==> config.mk <==
export PLATFORM = sky130hd
export DESIGN_NAME = load_store_unit
export DESIGN_NICKNAME = d
export VERILOG_FILES = /design/src/rtl/load_store_unit.sv
export SDC_FILE = /design/constraint.sdc
export NUM_CORES = 1
export LEC_CHECK = 0
export CORE_MARGIN = 1.5
export CORE_UTILIZATION = 40
export CTS_BUF_LIST = sky130_fd_sc_hd__clkbuf_4 sky130_fd_sc_hd__clkbuf_8 sky130_fd_sc_hd__clkbuf_16
export CTS_CLUSTER_DIAMETER = 40
export DETAILED_ROUTE_END_ITERATION = 16
export GPL_TIMING_DRIVEN = 0
export PLACE_DENSITY = 0.8
export SYNTH_ARGS = -nofsm -noshare
export SYNTH_HDL_FRONTEND = slang
export SYNTH_SLANG_ARGS = --single-unit
==> constraint.sdc <==
create_clock -name clk -period 2.53 [get_ports clk]
set_input_delay 0.6325 -clock clk [delete_from_list [all_inputs] [get_ports clk]]
set_output_delay 0.6325 -clock clk [all_outputs]
set_load 0.1 [all_outputs]
==> src/rtl/load_store_unit.sv <==
// Load/store unit bridging a single-cycle core to a handshaked, variable-latency data memory.
// Optional bus timeout abort is compiled in with `define BUS_TIMEOUT_EN.
module load_store_unit #(
  parameter int unsigned TIMEOUT_CYCLES = 16
) (
  input  logic        clk,
  input  logic        reset,
  input  logic        MemRead,
  input  logic        MemWrite,
  input  logic [2:0]  Funct3,
  input  logic [31:0] Addr,
  input  logic [31:0] WriteData,
  output logic [31:0] ReadData,
  output logic        Stall,
  output logic        AccessErr,
  output logic        MemReq,
  output logic        MemWe,
  output logic [31:0] MemAddr,
  output logic [3:0]  MemBe,
  output logic [31:0] MemWData,
  input  logic        MemGnt,
  input  logic        MemRValid,
  input  logic [31:0] MemRData
);

  typedef enum logic [1:0] {StIdle, StReq, StWait, StDone} state_e;

  state_e      state_q, state_d;
  logic        we_q, we_d;
  logic [31:0] addr_q, addr_d;
  logic [3:0]  be_q, be_d;
  logic [31:0] wdata_q, wdata_d;
  logic [31:0] rdata_q, rdata_d;
  logic        err_q, err_d;
  logic [2:0]  f3_q, f3_d;
  logic [1:0]  lane_q, lane_d;

  logic        req, is_wr, f3_ok, align_ok, legal;
  logic [3:0]  be_new;
  logic [31:0] wdata_new, ld_shift, ld_val;
  logic [15:0] ld_half;
  logic        timeout;

`ifdef BUS_TIMEOUT_EN
  logic [31:0] cnt_q, cnt_d;
  assign timeout = (cnt_q >= (TIMEOUT_CYCLES - 32'd1));
`else
  logic unused_timeout;
  assign unused_timeout = ^TIMEOUT_CYCLES;
  assign timeout = 1'b0;
`endif

  assign req   = MemRead | MemWrite;
  assign is_wr = MemWrite;  // read+write together is treated as a write

  always_comb begin
    f3_ok    = is_wr ? (Funct3 inside {3'b000, 3'b001, 3'b010})
                     : !(Funct3 inside {3'b011, 3'b110, 3'b111});
    align_ok = 1'b1;
    case (Funct3[1:0])
      2'b01:   align_ok = ~Addr[0];
      2'b10:   align_ok = (Addr[1:0] == 2'b00);
      default: align_ok = 1'b1;
    endcase
    legal = f3_ok & align_ok;

    be_new    = 4'b1111;
    wdata_new = 32'd0;
    if (is_wr) begin
      case (Funct3[1:0])
        2'b00: begin
          be_new    = 4'b0001 << Addr[1:0];
          wdata_new = {4{WriteData[7:0]}};
        end
        2'b01: begin
          be_new    = 4'b0011 << {Addr[1], 1'b0};
          wdata_new = {2{WriteData[15:0]}};
        end
        default: begin
          be_new    = 4'b1111;
          wdata_new = WriteData;
        end
      endcase
    end
  end

  // Extraction uses the lane/size captured at request time.
  always_comb begin
    ld_shift = MemRData >> {lane_q, 3'b000};
    ld_half  = lane_q[1] ? MemRData[31:16] : MemRData[15:0];
    case (f3_q)
      3'b000:  ld_val = {{24{ld_shift[7]}}, ld_shift[7:0]};
      3'b001:  ld_val = {{16{ld_half[15]}}, ld_half};
      3'b100:  ld_val = {24'd0, ld_shift[7:0]};
      3'b101:  ld_val = {16'd0, ld_half};
      default: ld_val = MemRData;
    endcase
  end

  always_comb begin
    state_d = state_q;
    we_d    = we_q;
    addr_d  = addr_q;
    be_d    = be_q;
    wdata_d = wdata_q;
    rdata_d = rdata_q;
    err_d   = 1'b0;
    f3_d    = f3_q;
    lane_d  = lane_q;
`ifdef BUS_TIMEOUT_EN
    cnt_d   = cnt_q;
`endif
    unique case (state_q)
      StIdle: begin
        if (req) begin
          if (legal) begin
            state_d = StReq;
            we_d    = is_wr;
            addr_d  = {Addr[31:2], 2'b00};
            be_d    = be_new;
            wdata_d = wdata_new;
            f3_d    = Funct3;
            lane_d  = Addr[1:0];
`ifdef BUS_TIMEOUT_EN
            cnt_d   = 32'd0;
`endif
          end else begin
            state_d = StDone;
            err_d   = 1'b1;
            rdata_d = 32'd0;
          end
        end
      end
      StReq: begin
`ifdef BUS_TIMEOUT_EN
        cnt_d = cnt_q + 32'd1;
`endif
        if (MemGnt) begin
          if (we_q) begin
            state_d = StDone;
            rdata_d = 32'd0;
          end else begin
            state_d = StWait;
          end
        end else if (timeout) begin
          state_d = StDone;
          err_d   = 1'b1;
          rdata_d = 32'd0;
        end
      end
      StWait: begin
`ifdef BUS_TIMEOUT_EN
        cnt_d = cnt_q + 32'd1;
`endif
        if (MemRValid) begin
          state_d = StDone;
          rdata_d = ld_val;
        end else if (timeout) begin
          state_d = StDone;
          err_d   = 1'b1;
          rdata_d = 32'd0;
        end
      end
      StDone:  state_d = StIdle;
      default: state_d = StIdle;
    endcase
  end

  always_ff @(posedge clk) begin
    if (reset) begin
      state_q <= StIdle;
      we_q    <= 1'b0;
      addr_q  <= 32'd0;
      be_q    <= 4'd0;
      wdata_q <= 32'd0;
      rdata_q <= 32'd0;
      err_q   <= 1'b0;
      f3_q    <= 3'd0;
      lane_q  <= 2'd0;
`ifdef BUS_TIMEOUT_EN
      cnt_q   <= 32'd0;
`endif
    end else begin
      state_q <= state_d;
      we_q    <= we_d;
      addr_q  <= addr_d;
      be_q    <= be_d;
      wdata_q <= wdata_d;
      rdata_q <= rdata_d;
      err_q   <= err_d;
      f3_q    <= f3_d;
      lane_q  <= lane_d;
`ifdef BUS_TIMEOUT_EN
      cnt_q   <= cnt_d;
`endif
    end
  end

  // err_q is only set on the edge entering DONE, so it is high exactly in DONE.
  assign Stall     = req & (state_q != StDone) & ~reset;
  assign AccessErr = err_q;
  assign MemReq    = (state_q == StReq);
  assign MemWe     = we_q;
  assign MemAddr   = addr_q;
  assign MemBe     = be_q;
  assign MemWData  = wdata_q;
  assign ReadData  = rdata_q;

endmodule
Word level (Yosys, flattened, before mapping)
Cells that the tools add are included.
- bits of input ports: 105
- word-level logic and storage cells: 73
- flip-flop bits (word level): 107
- shift-type cells: 3
- mux-type cells: 21
- reduce and logical (&&, ||, !) cells: 13
- bitwise operators: 8
- equality and inequality tests: 19
- operator list (cell ; number):
    two-way mux 32 bit ; 6
    one-hot mux 32 bit (4 select lines) ; 1
    one-hot mux 32 bit (3 select lines) ; 1
    one-hot mux 32 bit (2 select lines) ; 1
    >> shifter 32 x 5 -> 8 bit ; 1
    two-way mux 16 bit ; 1
    == test 3 bit, second input constant ; 4
    nonzero test 3 bit ; 3
    two-way mux 2 bit ; 4
    inequality test 2 bit, second input constant ; 4
    one-hot mux 2 bit (4 select lines) ; 1
    one-hot mux 4 bit (2 select lines) ; 1
    == test 2 bit, second input constant ; 3
    == test 3 x 1 -> 1 bit, second input constant ; 2
    == test 3 x 2 -> 1 bit, second input constant ; 2
    logical NOT 2 bit ; 3
    logical NOT 3 bit ; 2
    AND reduction 3 bit ; 2
    AND reduction 6 bit ; 1
    == test 2 x 1 -> 1 bit, second input constant ; 2
    two-way mux 4 bit ; 1
    inequality test 2 x 1 -> 1 bit, second input constant ; 2
    NOT 1 bit ; 4
    left shift 1 x 2 -> 4 bit, first input constant ; 1
    7 further kinds ; 11

Depth between registers and ports, before layout
Gate-level depths: netlist (run 1).
- depth in word-level cells: 8
- mapped depth: 9

Worst setup path after synthesis (run 1)
OpenSTA, ideal clock, no wires.
- path kind: input to output
- from: input port reset
- to: output port Stall
- path buffers: 3
- stages: 4
- required time: 1.898 ns
- slack: -1.405 ns
- arrival time: 3.302 ns
- cell sequence: clkbuf_1 -> clkbuf_1 -> buf_1 -> nor3_1
- cells in the longest elaborated chain, start to end: 2
- ends and longest elaborated chain (item ; RTL line ; source):
    from (decl) ; 7 ; input logic reset,
    NOT 1 bit ; 200 ; assign Stall = req & (state_q != StDone) & ~reset;
    AND 1 bit ; 200 ;
    to (decl) ; 14 ; output logic Stall,
No other way between the ends.

Final worst setup path (run 1)
- from: register wdata_q[2] (netlist: MemWData[2])
- to: output port MemWData[2]
- RTL lines (item ; RTL line ; source):
    from (decl) ; 32 ; logic [31:0] wdata_q, wdata_d;
    from (signal assigned) ; 188 ; wdata_q <= wdata_d;
    to (decl) ; 20 ; output logic [31:0] MemWData,
No word-level cell between the ends.

==> results of run 1 <==
[cell families after synthesis]
kind of cell | Yosys count | share of synthesized area (%)
AO/OA/AOI/OAI | 220 | 32.16
adder cells (fa/ha/maj) | 9 | 2.151
buffers and inverters | 71 | 6.762
flip-flops | 107 | 40.91
multiplexers | 10 | 1.912
other | 1 | 0.07162
AND/OR/NAND/NOR | 170 | 16.03
[through the flow]
step	setup TNS, ps	setup WS, ps	std cells	utilization [%]
6_report	0	37.09	982	62.34
5_1_grt	0	0.7006	982	62.34
4_1_cts	0	5.684	981	62.16
3_5_place_dp	-60150	-830.7	966	59.50
3_3_place_gp	-47030	-825.2	966	59.50
2_1_floorplan	0	28.80	589	-
[path summary, 6_finish.rpt]
path | end | slack (ps)
worst min-delay path | MemAddr[24] | 460
worst max-delay path | MemWData[2] | 40
worst min register to register | MemAddr[24] | 460
worst max register to register | ReadData[30] | 240
[layer usage]
layer	track usage, %	vias up	part of all wire, %
li1	-	2539	-
met1	30.02	2469	42
met2	41.62	240	47
met3	6.518	32	8.1
met4	10.03	0	2.7
met5	0	-	0
[where the power goes]
part	total (mW)	leakage, nW	switching (mW)	internal (mW)
clock network	1.35	0.135	0.643	0.702
registers	2.02	0.868	0.121	1.89
logic	3.61	1.98	2.58	1.03
[final cells by class]
type | count | area share, %
antenna | 1 | 0.03168
clock inverter | 4 | 0.3326
sequential | 107 | 27.12
multi-input combinational | 411 | 35.43
timing repair buffer | 206 | 26.26
tap | 172 | 2.725
buffer | 52 | 4.118
inverter | 18 | 0.8554
clock buffer | 11 | 3.121
[flip-flops by register name, summed over array words and instances (netlist names)]
register and count:
MemWe 1, MemWData 32, lane_q 2, state_q 2, f3_q 3, MemBe 4, AccessErr 1, ReadData 32
MemAddr 30
[synthesized netlist by cell type (2+ instances only)]
cell       number
a211oi_1        6
a21o_1          3
a21oi_1        47
a221o_1         7
a22o_1         16
a22oi_1         9
buf_1           2
buf_2           6
buf_4           3
buf_6           6
buf_8           2
clkbuf_1       33
dfxtp_1       107
ha_1            9
inv_1          18
mux2i_1        10
nand2_1        84
nand2b_1        5
nor2_1         15
nor2b_1        52
nor3_1          3
nor4_1          3
o211ai_1        7
o21ai_0        45
o221ai_1        7
o22ai_1         9
o2bb2ai_1      24
o31ai_1        11
o31ai_2         5
o31ai_4         9
or2_1           2
[worst register-to-register path, stage by stage, from the launching register on]
cell	delay (ps)
dfxtp_1	380
inv_1	120
ha_1	270
inv_1	130
o2bb2ai_2	80
a211o_1	410
or2_1	270
buf_6	140
buf_8	160
o31ai_4	250
[repair_timing]
| item | in CTS | in global routing |
|---|---|---|
| pin swaps | 3 | 0 |
| resized for setup | 36 | 8 |
| setup endpoints to repair | 107 | 70 |
| gates cloned | 0 | 0 |
| hold endpoints to repair | 0 | 0 |
| buffers inserted | 1 | 0 |
==> impl_results.md, run 1 <==
- Layout cells sized above 1: under 10%
- Port bufs: 205
- Worst setup path startpoint: MemWData[2]
- Initial Util: 41.33%
- CP Max Fanout: 2
- MaxCap Viol Count: 0
- Synth Register Bits: around 110
- Overall Power: 6.975 mW
- Via total after detailed routing: 5280
- TritonCTS Buffers: 9
- Clk sinks: 107
- Worst-skew pair later-pin latency: around 350 ps
- Worst path max stage delay: 1170 ps
- DP HPWL: approximately 13000 um
- Avg Cell Area, Syn: 8.905 um^2
- Hold_sp: MemAddr[24]
- Crit Path Category: reg2out
- Hold path cells: 2
- Main synth FF type: dfxtp_1
- FF/Latch Area: 2142 um^2
- Seq/Total Area, Yosys: 40.91%
- R2R depth: 9
- DRC errors left: 0
- Crit path DAT: 1860 ps
- Total Wirelength: 17340 um
- CTS root buf: clkbuf_16
- Critical Path Slowest Stage Cell: clkdlybuf4s50_1
- Sequence of cells on the critical path: clkdlybuf4s50_1
- Clock transition at path regs: about 70 ps
- Core Footprint: 12670 um^2
- Grt ovf: 0
- CP bufs+invs: 1
- PwrDens: 883.1 nW/um^2
- Synth-to-Final Area Change: 50.85%
- Crit start category: register
- GRT Total Usage: 24.75%
- Synth area leader: dfxtp_1
- Max IR drop VDD: 0.5065 mV
- CP Depth: 1
- Synth top area cells: dfxtp_1, nor2b_1, nand2_1
- First-pass GRT wire length: 27500 um
- Filler cell count: 1087
- Io pins: 209
- Detailed Routing Iterations Pass 1: 5
- Total Die Area: 13790 um^2
- Routability Congestion: 0.9100
- Die Wd: ~120 um
- Via density per instance: 5.377
- Delay-heaviest family, CP: buffers and inverters
- Final Hold Viols: 0
- Maximum buffer depth of the clock tree: 2
- Final instance area: 7899 um^2
- Area of the multi-input gates: 2799 um^2
- Rel. slew slack: 31.65%
- Commonest non-fill, non-tap cell in the layout: clkdlybuf4s50_1
- Antenna-violating nets left: 0
- H-tree lvl count: 3
- Leak Pwr: 2.980 nW
- Routed len/inst: 17.66 um
- Status: finished, final reports clean
- Final clock skew: 6.200 ps
- Shortest period the worst path allows: 2493 ps
- CTS Hold Bufs: 0
- Commonest cells after routing, fill and taps aside: clkdlybuf4s50_1, dfxtp_1, nand2_1, nor2b_1, a21oi_1
- Synth unique cells: 54
- FP Rows: 41
- Area after DPL: 7540 um^2
- Number of antenna violations at the first check in global routing: 1
- Unrepaired setup endpoints after global routing: no
- Critical Path RT: 1900 ps
- Cell area after synthesis: 5236 um^2
- Via count of the first global-routing pass: about 5300
- Fmax achieved: 0.4011 GHz
- Final net count: ~920
- Final Setup Violations: 0
- Post-synth EDFFs: 0
- Yosys warnings: 0
- Hold Slack: 458.6 ps
- Worst slew pin tran: 1022 ps
- FF-to-FF Start: state_q[0]
- Drt first-iter violations: ~370
- Largest net degree at the start of global routing: 17
- HP Class: reg2reg
- Final Max Tran Viols: 0
- TritonCTS clock tree: done
- Top-area cell type share of the netlist area: 40.91%
- CP endpoint kind: output pin
- Crit share post-route: 98.53%
- Synth async-reset ratio: 0%
- Die Ht: 117.4 um
- Mapped Cells: between 500 and 600
Note: power is estimated with default switching activity, not from simulation.
==> inputs of run 2 (changes only) <==
- ABC_AREA: not set -> 1
- CTS_BUF_LIST: sky130_fd_sc_hd__clkbuf_4 sky130_fd_sc_hd__clkbuf_8 sky130_fd_sc_hd__clkbuf_16 -> not set
- clock period: 2.53 -> 2.65 ns (I/O delays scaled with it)
==> impl_results.md, run 2 <==
- Status: finished, final reports clean
- CP Depth: 3 (+2)
- Overall Power: 8.397 mW (+20%)
- Filler cell count: 1213 (+12%)
- Via total after detailed routing: 5919 (+12%)
- MaxCap Viol Count: 0 (unchanged)
- Top-count cell post-synth: nand2_1
- Hold_sp: MemWData[24]
- Detailed Routing Iterations Pass 1: 5 (unchanged)
- Main synth FF type: dfxtp_1
- CTS root buf: clkbuf_16
- Setup slack, reg-to-reg: 620 ps (+380 ps)
- DRC errors left: 0 (unchanged)
- GRT Total Usage: 25.05% (+0.30 points)
- Worst setup path startpoint: state_q[1]
- Port bufs: 205 (unchanged)
- Delay-heaviest family, CP: buffers and inverters
- Final net count: 1165 (+27%)
- Critical Path Slowest Stage Cell: dlygate4sd2_1
- TNS Setup: 0 ps (unchanged)
- Crit Path Category: reg2out
- Leak Pwr: 3.371 nW (+13%)
- First-pass GRT wire length: 27880 um (+1.4%)
- Clk sinks: 107 (unchanged)
- Synth unique cells: 27 (-50%)
- Antenna Cells: 0 (-1)
- Avg Cell Area, Syn: 6.334 um^2 (-29%)
- Final clock skew: 7.742 ps (+1.542 ps)
- Post-synth EDFFs: 0 (unchanged)
- Initial Util: 41.47% (+0.15 points)
- Pre-CTS WS: -633.7 ps (+197.0 ps)
- Shortest period the worst path allows: 2589 ps
- Total Wirelength: 17210 um (-0.73%)
- Critical Path RT: 1990 ps (+90 ps)
- Pint: 3.994 mW (+10%)
- Clk pwr share: 16.5% (-2.8 points)
- Total Die Area: 13890 um^2 (+0.74%)
- Sequence of cells on the critical path: inv_1 > ha_1 > dlygate4sd2_1
- FF-to-FF Start: state_q[0]
- Layout cells sized above 1: 6.825% (-2.7 points)
- Grt ovf: 0 (unchanged)
- Mux share of post-synthesis cell area: 0% (-1.9 points)
- Final Hold Viols: 0 (unchanged)
- Crit path capture: MemReq
- Synth Register Bits: 107 (unchanged)
- Synth async-reset ratio: 0% (unchanged)
- Final Non-Filler Cells: 1227 (+25%)
- Synth-to-Final Area Change: 49.54%
- Setup WS post-layout: 60.98 ps (+23.89 ps)
- CP bufs+invs: 2 (+1)
- Crit path DAT: 1930 ps (+70 ps)
- FP Rows: 41 (unchanged)
- R2R depth: 9 (unchanged)
- Area of the multi-input gates: 2719 um^2 (-2.9%)
- Largest family of logic cells by synthesized area: simple AND/OR/NAND/NOR gates
- Worst-skew pair later-pin latency: 360 ps (about the same)
- Maximum buffer depth of the clock tree: 2 (unchanged)
- Die Wd: 117.9 um (+0.37%)
- CP endpoint kind: output pin
- Layout Utilization: 62.02% (-0.32 points)
- Final instance area: 7890 um^2 (-0.11%)
- Final Max Tran Viols: 0 (unchanged)
- FF/Latch Area: 2142 um^2 (unchanged)
- Rel. slew slack: 31.12% (-0.53 points)
- Routability Congestion: 0.9219 (+1.3%)
- HP Class: reg2reg
- Synth top area cells: dfxtp_1, nand2_1, nor2_1
- Fmax achieved: approximately 0.39 GHz
- Via count of the first global-routing pass: 5639 (+6.5%)
- Number of antenna violations at the first check in global routing: 0 (-1)
- Commonest cells after routing, fill and taps aside: nand2_1, nor2_1, clkdlybuf4s50_1, dfxtp_1, a21oi_1
- Routed len/inst: 14.03 um (-21%)
- Adder-cell share of the synthesized area: 2.134% (-0.016 points)
- R2R Path End: ReadData[9]
- Post-synthesis simple-gate area fraction: 35.26% (+19 points)
- Commonest non-fill, non-tap cell in the layout: nand2_1
- Seq/Total Area, Yosys: 40.60% (-0.31 points)
- Yosys warnings: 0 (unchanged)
- CP Max Fanout: 4 (+2)
- Switch Pwr: 4.403 mW (+32%)
- Worst path max stage delay: 870 ps (-300 ps)
- Hold Slack: 465.0 ps (+6.413 ps)
- Core Footprint: 12720 um^2 (+0.40%)
- Cell area after synthesis: 5276 um^2 (+0.76%)
- Mapped Cells: 833 (+42%)
- Clock transition at path regs: 80 ps (about the same)
- Register share of total power: 24.9% (-4.0 points)
- Drt first-iter violations: 329 (-11%)
- Io pins: 209 (unchanged)
- Crit start category: register
- Combinational fraction of design power: 58.7% (+6.9 points)
- Synth Area in Compound Gates: 13.37% (-19 points)
- Via density per instance: 4.824 (-10%)
- Synth Area in XOR/XNOR: 0% (unchanged)
- Post-synth top cells: nand2_1, nor2_1, dfxtp_1
- Top-area cell type share of the netlist area: 40.60% (-0.31 points)
- DP HPWL: 13380 um (+2.0%)
- Antenna-violating nets left: 0 (unchanged)
- Area after DPL: 7559 um^2 (+0.25%)
- Die Ht: 117.9 um (+0.37%)
- Worst slew pin tran: 1030 ps (+7.919 ps)
- TritonCTS clock tree: done
- Max IR drop VDD: 0.4426 mV (-13%)
- H-tree lvl count: 3 (unchanged)
- Synth area leader: dfxtp_1
- Placed cells: 1211 (+25%)
- Final Setup Violations: 0 (unchanged)
- TritonCTS Buffers: 9 (unchanged)
- Crit share post-route: 97.70%
- Switching share of power: 52.44% (+4.5 points)
- Largest net degree at the start of global routing: 19 (+2)
- PwrDens: 1064 nW/um^2 (+21%)
run 2: cell families (layout without fill, tap and decap cells):
kind of cell	after synthesis	after routing
fa+ha+maj	9	9
simple gates	470	470
buf+inv	108	329
other cells	1	2
flops	107	107
compound gates	138	138
run 2: cell type report:
class / count / area share, %
buffer: 49 / 2.997
clock buffer: 9 / 2.854
clock inverter: 6 / 0.9515
inverter: 59 / 2.807
multi-input combinational: 619 / 34.46
sequential: 107 / 27.15
tap: 172 / 2.728
timing repair buffer: 206 / 26.05
run 2: worst min-delay path by stage:
stage,endpoint,slack [ps],cells past startpoint
floorplan,lane_q[0],460,2
global placement,MemWData[0],450,2
detailed placement,MemWData[24],460,2
CTS,MemWData[29],470,2
global route,MemWData[26],480,2
finish,MemWData[24],460,2
run 2: metal layers:
layer / global-route usage, % / wire [um] / up-vias
met2: 42.29 / 8099 / 252
met5: 0 / 0 / -
met3: 7.025 / 1581 / 36
li1: - / - / 3023
met4: 11.66 / 538 / 0
met1: 29.39 / 6991 / 2608
run 2: tightest hold or removal path, delay by kind of cell (launching register included):
kind,cells,cell delay [ps]
flip-flops,1,310
AO/OA/AOI/OAI,1,50
AND/OR/NAND/NOR,1,60
run 2: power by group through the flow:
stage	sequential [mW]	clock (mW)	combinational, mW
5_1_grt	2.13	1.48	5.31
3_3_place_gp	2.11	0	4.88
2_1_floorplan	4.06	0	1.81
6_report	2.09	1.38	4.93
3_5_place_dp	2.13	0	4.91
4_1_cts	2.09	1.41	4.93
run 2: repair_timing:
item	CTS	global route
setup endpoints to repair	2	63
buffers inserted	0	1
hold buffers	0	0
gates resized for setup	6	12
